### src/rtl/offset_accum_adder_pkg.sv
// Shared arithmetic definitions for the lab datapath.
// Mode encodings used by the offset/accumulator adder.
package lab_arith_pkg;

    typedef enum logic [1:0] {
        MODE_ADD_OFS = 2'b00,
        MODE_ACC     = 2'b01,
        MODE_ACC_OFS = 2'b10,
        MODE_CLEAR   = 2'b11
    } mode_e;

endpackage

### src/rtl/offset_accum_adder_if.sv
// Operand and result handshake bundle for offset_accum_adder.
// master drives operands and consumes results; slave is the adder.
interface offset_accum_adder_if #(
    parameter int IN_W  = 2,
    parameter int OUT_W = 4
);
    logic             in_valid;
    logic             in_ready;
    logic [IN_W-1:0]  input_a;
    logic [1:0]       mode;
    logic             out_valid;
    logic             out_ready;
    logic [OUT_W-1:0] result;
    logic             ovf;
    logic             ovf_sticky;

    modport master (
        output in_valid, input_a, mode, out_ready,
        input  in_ready, out_valid, result, ovf, ovf_sticky
    );

    modport slave (
        input  in_valid, input_a, mode, out_ready,
        output in_ready, out_valid, result, ovf, ovf_sticky
    );
endinterface

### src/rtl/offset_accum_adder_sat_add.sv
// Reduces a widened raw sum to W bits with wrap or clamp.
// o flags any raw sum above the W-bit maximum.
module sat_add #(
    parameter int W        = 4,
    parameter bit SATURATE = 1'b0
) (
    input  logic [W+1:0] r_i,
    output logic [W-1:0] val_o,
    output logic         o_o
);
    assign o_o = |r_i[W+1:W];

    generate
        if (SATURATE) begin : g_sat
            assign val_o = o_o ? {W{1'b1}} : r_i[W-1:0];
        end else begin : g_wrap
            assign val_o = r_i[W-1:0];
        end
    endgenerate
endmodule

### src/rtl/offset_accum_adder.sv
// Registered offset/accumulator adder with one-entry output stage.
// Overflow is wrapped or clamped, and tracked in a sticky flag.
module offset_accum_adder
    import lab_arith_pkg::*;
#(
    parameter int IN_W     = 2,
    parameter int OUT_W    = 4,
    parameter int OFFSET   = 7,
    parameter bit SATURATE = 1'b0
) (
    input  logic                  clk,
    input  logic                  rst,
    offset_accum_adder_if.slave   bus
);
    localparam int RW = OUT_W + 2;

    generate
        if (IN_W > OUT_W) begin : g_bad_w
            $error("offset_accum_adder: IN_W must not exceed OUT_W");
        end
        if (OFFSET < 0 || OFFSET > (2 ** OUT_W) - 1) begin : g_bad_ofs
            $error("offset_accum_adder: OFFSET out of range");
        end
    endgenerate

    localparam logic [RW-1:0] OFS = RW'(OFFSET);

    logic             out_valid_q, out_valid_d;
    logic [OUT_W-1:0] result_q, result_d;
    logic             ovf_q, ovf_d;
    logic             sticky_q, sticky_d;
    logic [OUT_W-1:0] acc_q, acc_d;

    logic             accept;
    mode_e            mode;
    logic [RW-1:0]    r;
    logic [RW-1:0]    a_x;
    logic [RW-1:0]    acc_x;
    logic [OUT_W-1:0] val;
    logic             o;

    assign bus.in_ready = !out_valid_q || bus.out_ready;
    assign accept       = bus.in_valid && bus.in_ready;
    assign mode         = mode_e'(bus.mode);
    assign a_x          = RW'(bus.input_a);
    assign acc_x        = RW'(acc_q);

    // Raw widened sum selected by the operation mode.
    always_comb begin
        r = '0;
        case (mode)
            MODE_ADD_OFS: r = a_x + OFS;
            MODE_ACC:     r = acc_x + a_x;
            MODE_ACC_OFS: r = acc_x + a_x + OFS;
            MODE_CLEAR:   r = '0;
            default:      r = '0;
        endcase
    end

    sat_add #(
        .W        (OUT_W),
        .SATURATE (SATURATE)
    ) u_sat_add (
        .r_i   (r),
        .val_o (val),
        .o_o   (o)
    );

    // Next state: load on accept, drain on consume, else hold.
    always_comb begin
        out_valid_d = out_valid_q;
        result_d    = result_q;
        ovf_d       = ovf_q;
        sticky_d    = sticky_q;
        acc_d       = acc_q;
        if (accept) begin
            out_valid_d = 1'b1;
            result_d    = val;
            ovf_d       = o;
            sticky_d    = (mode == MODE_CLEAR) ? 1'b0 : (sticky_q | o);
            if (mode != MODE_ADD_OFS) begin
                acc_d = val;
            end
        end else if (bus.out_ready) begin
            out_valid_d = 1'b0;
        end
    end

    // State registers; reset drops any pending result and the accumulator.
    always_ff @(posedge clk or posedge rst) begin
        if (rst) begin
            out_valid_q <= 1'b0;
            result_q    <= '0;
            ovf_q       <= 1'b0;
            sticky_q    <= 1'b0;
            acc_q       <= '0;
        end else begin
            out_valid_q <= out_valid_d;
            result_q    <= result_d;
            ovf_q       <= ovf_d;
            sticky_q    <= sticky_d;
            acc_q       <= acc_d;
        end
    end

    assign bus.out_valid  = out_valid_q;
    assign bus.result     = result_q;
    assign bus.ovf        = ovf_q;
    assign bus.ovf_sticky = sticky_q;
endmodule

### src/flat_wrapper.sv
// flat-port wrapper written by rule: the top's interface ports become plain ports
module offset_accum_adder_flat import lab_arith_pkg::*;
#(
    parameter int IN_W     = 2,
    parameter int OUT_W    = 4,
    parameter int OFFSET   = 7,
    parameter bit SATURATE = 1'b0
)
  (clk, rst, bus_in_valid, bus_input_a, bus_mode, bus_out_ready, bus_in_ready, bus_out_valid, bus_result, bus_ovf, bus_ovf_sticky);
  offset_accum_adder_if #(.IN_W(IN_W), .OUT_W(OUT_W)) bus_i ();
  input  logic clk;
  input  logic rst;
  input wire logic [$bits(bus_i.in_valid)-1:0] bus_in_valid;
  input wire logic [$bits(bus_i.input_a)-1:0] bus_input_a;
  input wire logic [$bits(bus_i.mode)-1:0] bus_mode;
  input wire logic [$bits(bus_i.out_ready)-1:0] bus_out_ready;
  output wire logic [$bits(bus_i.in_ready)-1:0] bus_in_ready;
  output wire logic [$bits(bus_i.out_valid)-1:0] bus_out_valid;
  output wire logic [$bits(bus_i.result)-1:0] bus_result;
  output wire logic [$bits(bus_i.ovf)-1:0] bus_ovf;
  output wire logic [$bits(bus_i.ovf_sticky)-1:0] bus_ovf_sticky;
  assign bus_i.in_valid = bus_in_valid;
  assign bus_i.input_a = bus_input_a;
  assign bus_i.mode = bus_mode;
  assign bus_i.out_ready = bus_out_ready;
  assign bus_in_ready = bus_i.in_ready;
  assign bus_out_valid = bus_i.out_valid;
  assign bus_result = bus_i.result;
  assign bus_ovf = bus_i.ovf;
  assign bus_ovf_sticky = bus_i.ovf_sticky;
  offset_accum_adder #(.IN_W(IN_W), .OUT_W(OUT_W), .OFFSET(OFFSET), .SATURATE(SATURATE)) u_core (.clk(clk), .rst(rst), .bus(bus_i));
endmodule
### config.mk
export PLATFORM = sky130hd
export DESIGN_NAME = offset_accum_adder_flat
export DESIGN_NICKNAME = d
export VERILOG_FILES = /design/src/rtl/offset_accum_adder_pkg.sv /design/src/rtl/offset_accum_adder_if.sv /design/src/rtl/offset_accum_adder_sat_add.sv /design/src/rtl/offset_accum_adder.sv /design/src/flat_wrapper.sv
export SDC_FILE = /design/constraint.sdc
export NUM_CORES = 1
export LEC_CHECK = 0
export ABC_AREA = 1
export CELL_PAD_IN_SITES_DETAIL_PLACEMENT = 2
export CELL_PAD_IN_SITES_GLOBAL_PLACEMENT = 2
export CORE_ASPECT_RATIO = 1.75
export CORE_MARGIN = 2
export CORE_UTILIZATION = 31
export CTS_BUF_LIST = sky130_fd_sc_hd__clkbuf_8
export CTS_CLUSTER_SIZE = 40
export DETAILED_ROUTE_END_ITERATION = 12
export PLACE_DENSITY = 0.83
export SLEW_MARGIN = 20
export SYNTH_ARGS = -nofsm -noshare
export SYNTH_HDL_FRONTEND = slang
export SYNTH_HIERARCHICAL = 1
export SYNTH_SLANG_ARGS = --single-unit
### constraint.sdc
create_clock -name clk -period 3.7 [get_ports clk]
set_clock_uncertainty 0.05 [all_clocks]
set_input_delay 0.555 -clock clk [delete_from_list [all_inputs] [get_ports clk]]
set_output_delay 0.555 -clock clk [all_outputs]
set_load 0.03 [all_outputs]
* After elaboration in Yosys (flattened, before gate mapping)
Index checks and enable logic that the tools add are counted.
** Cells by class
- Reduce and logical (&&, ||, !) cells :: 8
- Bitwise operators :: 1
- Shifts and indexed selects :: 0
- Add/subtract/negate cells :: 3
- Magnitude comparators :: 0
- Muxes and demuxes :: 4
- Div/mod/pow operators :: 0
- Multiply operators :: 0
- Eq/ne operators :: 3
** Operators with widths (count)
- 6-bit one-hot mux with 4 select lines :: 1
- 6-bit by 3-bit adder with 6-bit output (second input constant) :: 1
- 4-bit by 2-bit adder with 5-bit output :: 1
- 2-bit by 3-bit adder with 4-bit output (second input constant) :: 1
- 2-bit equality test (second input constant) :: 2
- 2-bit nonzero test :: 2
- 1-bit two-way mux :: 3
- 2-bit by 1-bit equality test with 1-bit output (second input constant) :: 1
- 2-bit logical NOT :: 1
- 2-bit AND reduction :: 1
- 2-bit OR reduction :: 1
- 1-bit logical AND :: 1
- 1-bit logical NOT :: 1
- 1-bit logical OR :: 1
- 1-bit bitwise OR :: 1
** Word-level totals
- Register bits after elaboration :: 11
- Memories kept :: 0
- Word-level logic and storage cells :: 24
- Bits of input ports :: 8
- Bits in latches :: 0
- Bits in writable memories :: 0
- ROM bits :: 0

* Longest topological paths before layout
- Depth after elaboration :: 6
- Depth in mapped cells :: 14
- Mapped depth without buffers :: 14

* Hierarchy
Netlist, hierarchy kept.
** By module, submodules not included
- offset_accum_adder :: cells an instance 107, area an instance 774.5 um^2, times used 1
- sat_add :: cells an instance 7, area an instance 41.3 um^2, times used 1

* Worst setup path before layout
No wires, ideal clock.
- Path type :: input-to-reg
- Start point :: in bus_input_a[0]
- End point :: reg u_core.sticky_q, in the netlist u_core/bus.ovf_sticky
- Arrival time :: 2.122 ns
- Setup slack :: 1.443 ns
- Buffers on the path :: 0
- Stages on the path :: 13
- Data required time :: 3.564 ns
- Cell sequence :: ha_1 > fa_1 > inv_1 > ha_1 > nand3_1 > nand2_1 > inv_1 > a21oi_1 > nor2_1 > inv_1 > nand2_1 > nand2_1 > a32oi_1
** Between the ends
- Cells in the longest elaborated chain, start to end :: 6
** Ends and longest elaborated chain
- start, declared :: RTL line flat_wrapper.sv:14 : input wire logic [$bits(bus_i.input_a)-1:0] bus_input_a;
- 4-bit by 2-bit adder with 5-bit output (*) :: RTL line offset_accum_adder.sv:53, offset_accum_adder.sv:54
- 6-bit by 3-bit adder with 6-bit output :: RTL line offset_accum_adder.sv:54 : MODE_ACC_OFS: r = acc_x + a_x + OFS;
- 6-bit one-hot mux with 4 select lines (*) :: RTL line offset_accum_adder.sv:51 : case (mode)
- via u_core.r[4] :: RTL line offset_accum_adder.sv:36 : logic [RW-1:0] r;
- 2-bit OR reduction (*) :: RTL line offset_accum_adder_sat_add.sv:11 : assign o_o = |r_i[W+1:W];
- via u_core.o :: RTL line offset_accum_adder.sv:40 : logic o;
- 1-bit bitwise OR (*) :: RTL line offset_accum_adder.sv:80 : sticky_d = (mode == MODE_CLEAR) ? 1'b0 : (sticky_q | o);
- 1-bit two-way mux (*) :: RTL line offset_accum_adder.sv:80
- end signal, assigned :: RTL line offset_accum_adder.sv:101 : sticky_q <= sticky_d;
- end, declared :: RTL line offset_accum_adder.sv:31 : logic sticky_q, sticky_d;
Mark *: on every way through the listed nets, which the timed path passes. The rest lies on a longest branch.
A chain may end at the register's enable or synchronous reset.

* Worst setup path after layout
Same ends and word-level chain as after synthesis.

==> out/summary.txt <==
====================================================================================
Path type of the worst setup path                                             in2reg
Critical Path Fanout Max                                                           3
Antenna-violating nets left                                                        0
Type of origin of the critical path                                       input port
Vias in the first global route                                                   887
CTS max path bufs                                                                  2
Sum Neg Setup Slack                                                             0 ns
Routed len/inst                                                              15.5 um
Fraction of layout instances using a drive strength above 1                    0.102
Fin crit share                                                                 0.733
Kind of path behind the tightest hold check                                  reg2reg
Vias per cell                                                                   5.06
Most common cell after layout, fill and taps aside                      sky130_fd_sc_hd__nand2_1
Gr ovfl total                                                                      0
Delay of the slowest critical-path stage                                     0.54 ns
Most frequent cells in the layout                                       32 x sky130_fd_sc_hd__nand2_1, 25 x sky130_fd_sc_hd__inv_1, 15 x sky130_fd_sc_hd__clkdlybuf4s50_1
Share of total power in sequential cells                                       0.336
Type of destination of the critical path                                    register
Total track usage                                                              0.174
Largest cells by area after synthesis                                   sky130_fd_sc_hd__dfrtp_1 34%, sky130_fd_sc_hd__nand2_1 15%, sky130_fd_sc_hd__inv_1 11%
Worst reg-to-reg setup slack                                                 1.40 ns
Count of TritonRoute iterations in the first routing pass                          2
Drt initial violations                                                             3
Ys Warns                                                                           6
Area growth from synthesis to layout                                           22.9%
Final hold vios                                                                    0
Number of hold buffers added after CTS                                             0
Post-synth net total                                                             127
Number of I/O port buffers                                                        15
H-tree levels                                                                      1
Clk pwr share                                                                  0.218
Sequential share of the synthesized area                                       0.337
Slowest library cell on the worst path                                  sky130_fd_sc_hd__fa_1
Wire length of the first global-routing pass                                 4030 um
Cell at the root of the clock tree                                      sky130_fd_sc_hd__clkbuf_8
Leakage power total                                                         0.520 nW
Detailed placer's ending HPWL                                                1860 um
Slew HR                                                                        0.729
Area share of the largest cell type after synthesis                            0.337
Number of clock sinks                                                             11
Clk pin slew, worst setup/hold paths                                         0.05 ns
Number of instances in the synthesized netlist                                   114
Final count of pins violating max slew                                             0
Pin count of the biggest net entering global routing                              12
Worst-Skew Late Latency                                                      0.24 ns
Power density of the placed cells                                         532 nW/um2
Core area                                                                   2490 um2
Sw frac                                                                        0.407
Critical path cell sequence                                             clkdlybuf4s50_1, ha_1, fa_1, inv_1, ha_1, nand3_1, nand2_1, inv_1, a21oi_1, nor2_1, inv_1, nand2_1, nand2_1, a32oi_1
ANT cells                                                                          0
Post-synthesis average cell area                                            7.16 um2
Number of flip-flops and latches in the synthesized netlist                       11
Cell Area, Synth                                                             816 um2
DRC violation count after routing                                                  0
# IOs                                                                             16
Die Area                                                                    3070 um2
Worst hold slack across all endpoints                                       0.473 ns
Shortest clock period the worst path allows after layout                     2.71 ns
Number of buffers inserted during clock tree synthesis                             3
Net count of the finished layout                                                 142
Post-CTS Setup Bufs                                                                0
Combinational share of power                                                   0.446
Critical path data required time                                             3.80 ns
Max IR drop VDD                                                               285 uV
Detailed Route WL                                                            2380 um
Placement row count                                                               24
Starting density of the core                                                   0.327
TritonCTS clock tree                                                           built
X dimension of the die                                                       42.8 um
Switching power                                                             0.217 mW
Cell internal power dissipation                                             0.316 mW
Max capacitance violation total                                                    0
Number of failing setup endpoints in the final timing report                       0
Dominant cell type by area after synthesis                              sky130_fd_sc_hd__dfrtp_1
Highest attainable clock frequency                                           369 MHz
Cell depth of the worst flop-to-flop path                                         13
Unique cell type count in the Yosys netlist                                       21
Min-Delay Path Depth                                                               2
Initial antenna violation count                                                    0
Overall via count from detail_route                                              779
Status                                                                     completed
Worst EP arrival                                                             2.81 ns
RSZ-0062 raised after global routing                                              no
Number of gates given a new drive strength after cts                               0
Weighted congestion at the end of routability-driven global placement          0.716
Worst-Margin Slew                                                           0.406 ns
Height of the chip                                                           71.9 um
====================================================================================
[per-stage QoR]
step           setup WS [ns]  power (mW)  area [um2]  utilization  cells
6_report               0.989       0.533        1000        0.402    154
5_1_grt                0.851       0.575        1000        0.402    154
4_1_cts                0.966       0.544        1000        0.402    154
3_5_place_dp           0.745       0.416         957        0.384    150
3_3_place_gp           0.841       0.404         957        0.384    150
2_1_floorplan           1.44       0.350         816            -    114
[synth_stat cells]
cell and n:
sky130_fd_sc_hd__nand2_1 32, sky130_fd_sc_hd__inv_1 24, sky130_fd_sc_hd__dfrtp_1 11, sky130_fd_sc_hd__nand3_1 11, sky130_fd_sc_hd__o21ai_0 8, sky130_fd_sc_hd__buf_4 4, sky130_fd_sc_hd__ha_1 4, sky130_fd_sc_hd__nor2_2 3
sky130_fd_sc_hd__inv_2 2, sky130_fd_sc_hd__nand2_2 2, sky130_fd_sc_hd__nor2_1 2, sky130_fd_sc_hd__o221ai_1 2, sky130_fd_sc_hd__a21oi_1 1, sky130_fd_sc_hd__a21oi_4 1, sky130_fd_sc_hd__a32oi_1 1, sky130_fd_sc_hd__buf_6 1
sky130_fd_sc_hd__fa_1 1, sky130_fd_sc_hd__nor4_1 1, sky130_fd_sc_hd__or2_2 1, sky130_fd_sc_hd__or2_4 1, sky130_fd_sc_hd__xor2_1 1
[metal layers]
layer	part of all wire	global-route usage
met3	0.014	0.0101
met4	0.014	0.0729
met5	0	0
met1	0.36	0.167
met2	0.61	0.357
[path summary, 6_finish.rpt]
kind / startpoint / end
min in group asynchronous: rst / u_core/bus.ovf$_DFFE_PP0P_
setup reg to reg: u_core/acc_q[0]$_DFFE_PP0P_ / u_core/bus.ovf_sticky$_DFFE_PP0P_
hold reg to reg: u_core/bus.result[0]$_DFFE_PP0P_ / u_core/bus.result[0]$_DFFE_PP0P_
hold / removal: u_core/bus.result[0]$_DFFE_PP0P_ / u_core/bus.result[0]$_DFFE_PP0P_
setup / recovery: bus_input_a[0] / u_core/bus.ovf_sticky$_DFFE_PP0P_
max in group asynchronous: rst / u_core/acc_q[0]$_DFFE_PP0P_
[critical path, delay by kind of cell]
family,cells,cell delay (ns)
fa+ha+maj,3,1.02
buf+inv,4,0.61
simple gates,5,0.40
compound gates,2,0.23
[state kept, by name, indices dropped and copies added (netlist names)]
register / flops
u_core/acc_q: 4
u_core/bus.out_valid: 1
u_core/bus.ovf: 1
u_core/bus.ovf_sticky: 1
u_core/bus.result: 4
[cells by family after synthesis]
family / count (synthesis) / synth area share
buffers and inverters: 31 / 0.170
adders and majority gates: 5 / 0.0859
AOI/OAI and AO/OA: 13 / 0.107
DFF: 11 / 0.337
xor gates and xnor gates: 1 / 0.0107
and+or+nand+nor: 53 / 0.288
[power groups by stage]
stage,sequential (mW),clock (mW),combinational [mW]
floorplan,0.201,0,0.149
global placement,0.177,0,0.228
detailed placement,0.180,0,0.236
CTS,0.181,0.120,0.242
global route,0.184,0.126,0.265
finish,0.179,0.116,0.238
[layout make-up]
cell class / count / area, um2
clock buffer: 3 / 41.3
clock inverter: 1 / 3.75
fill: 305 / 1490
inverter: 26 / 97.6
multi-input combinational: 72 / 402
sequential: 11 / 275
tap: 26 / 32.5
timing repair buffer: 15 / 150
No activity file was read; power rests on OpenSTA's default activity.
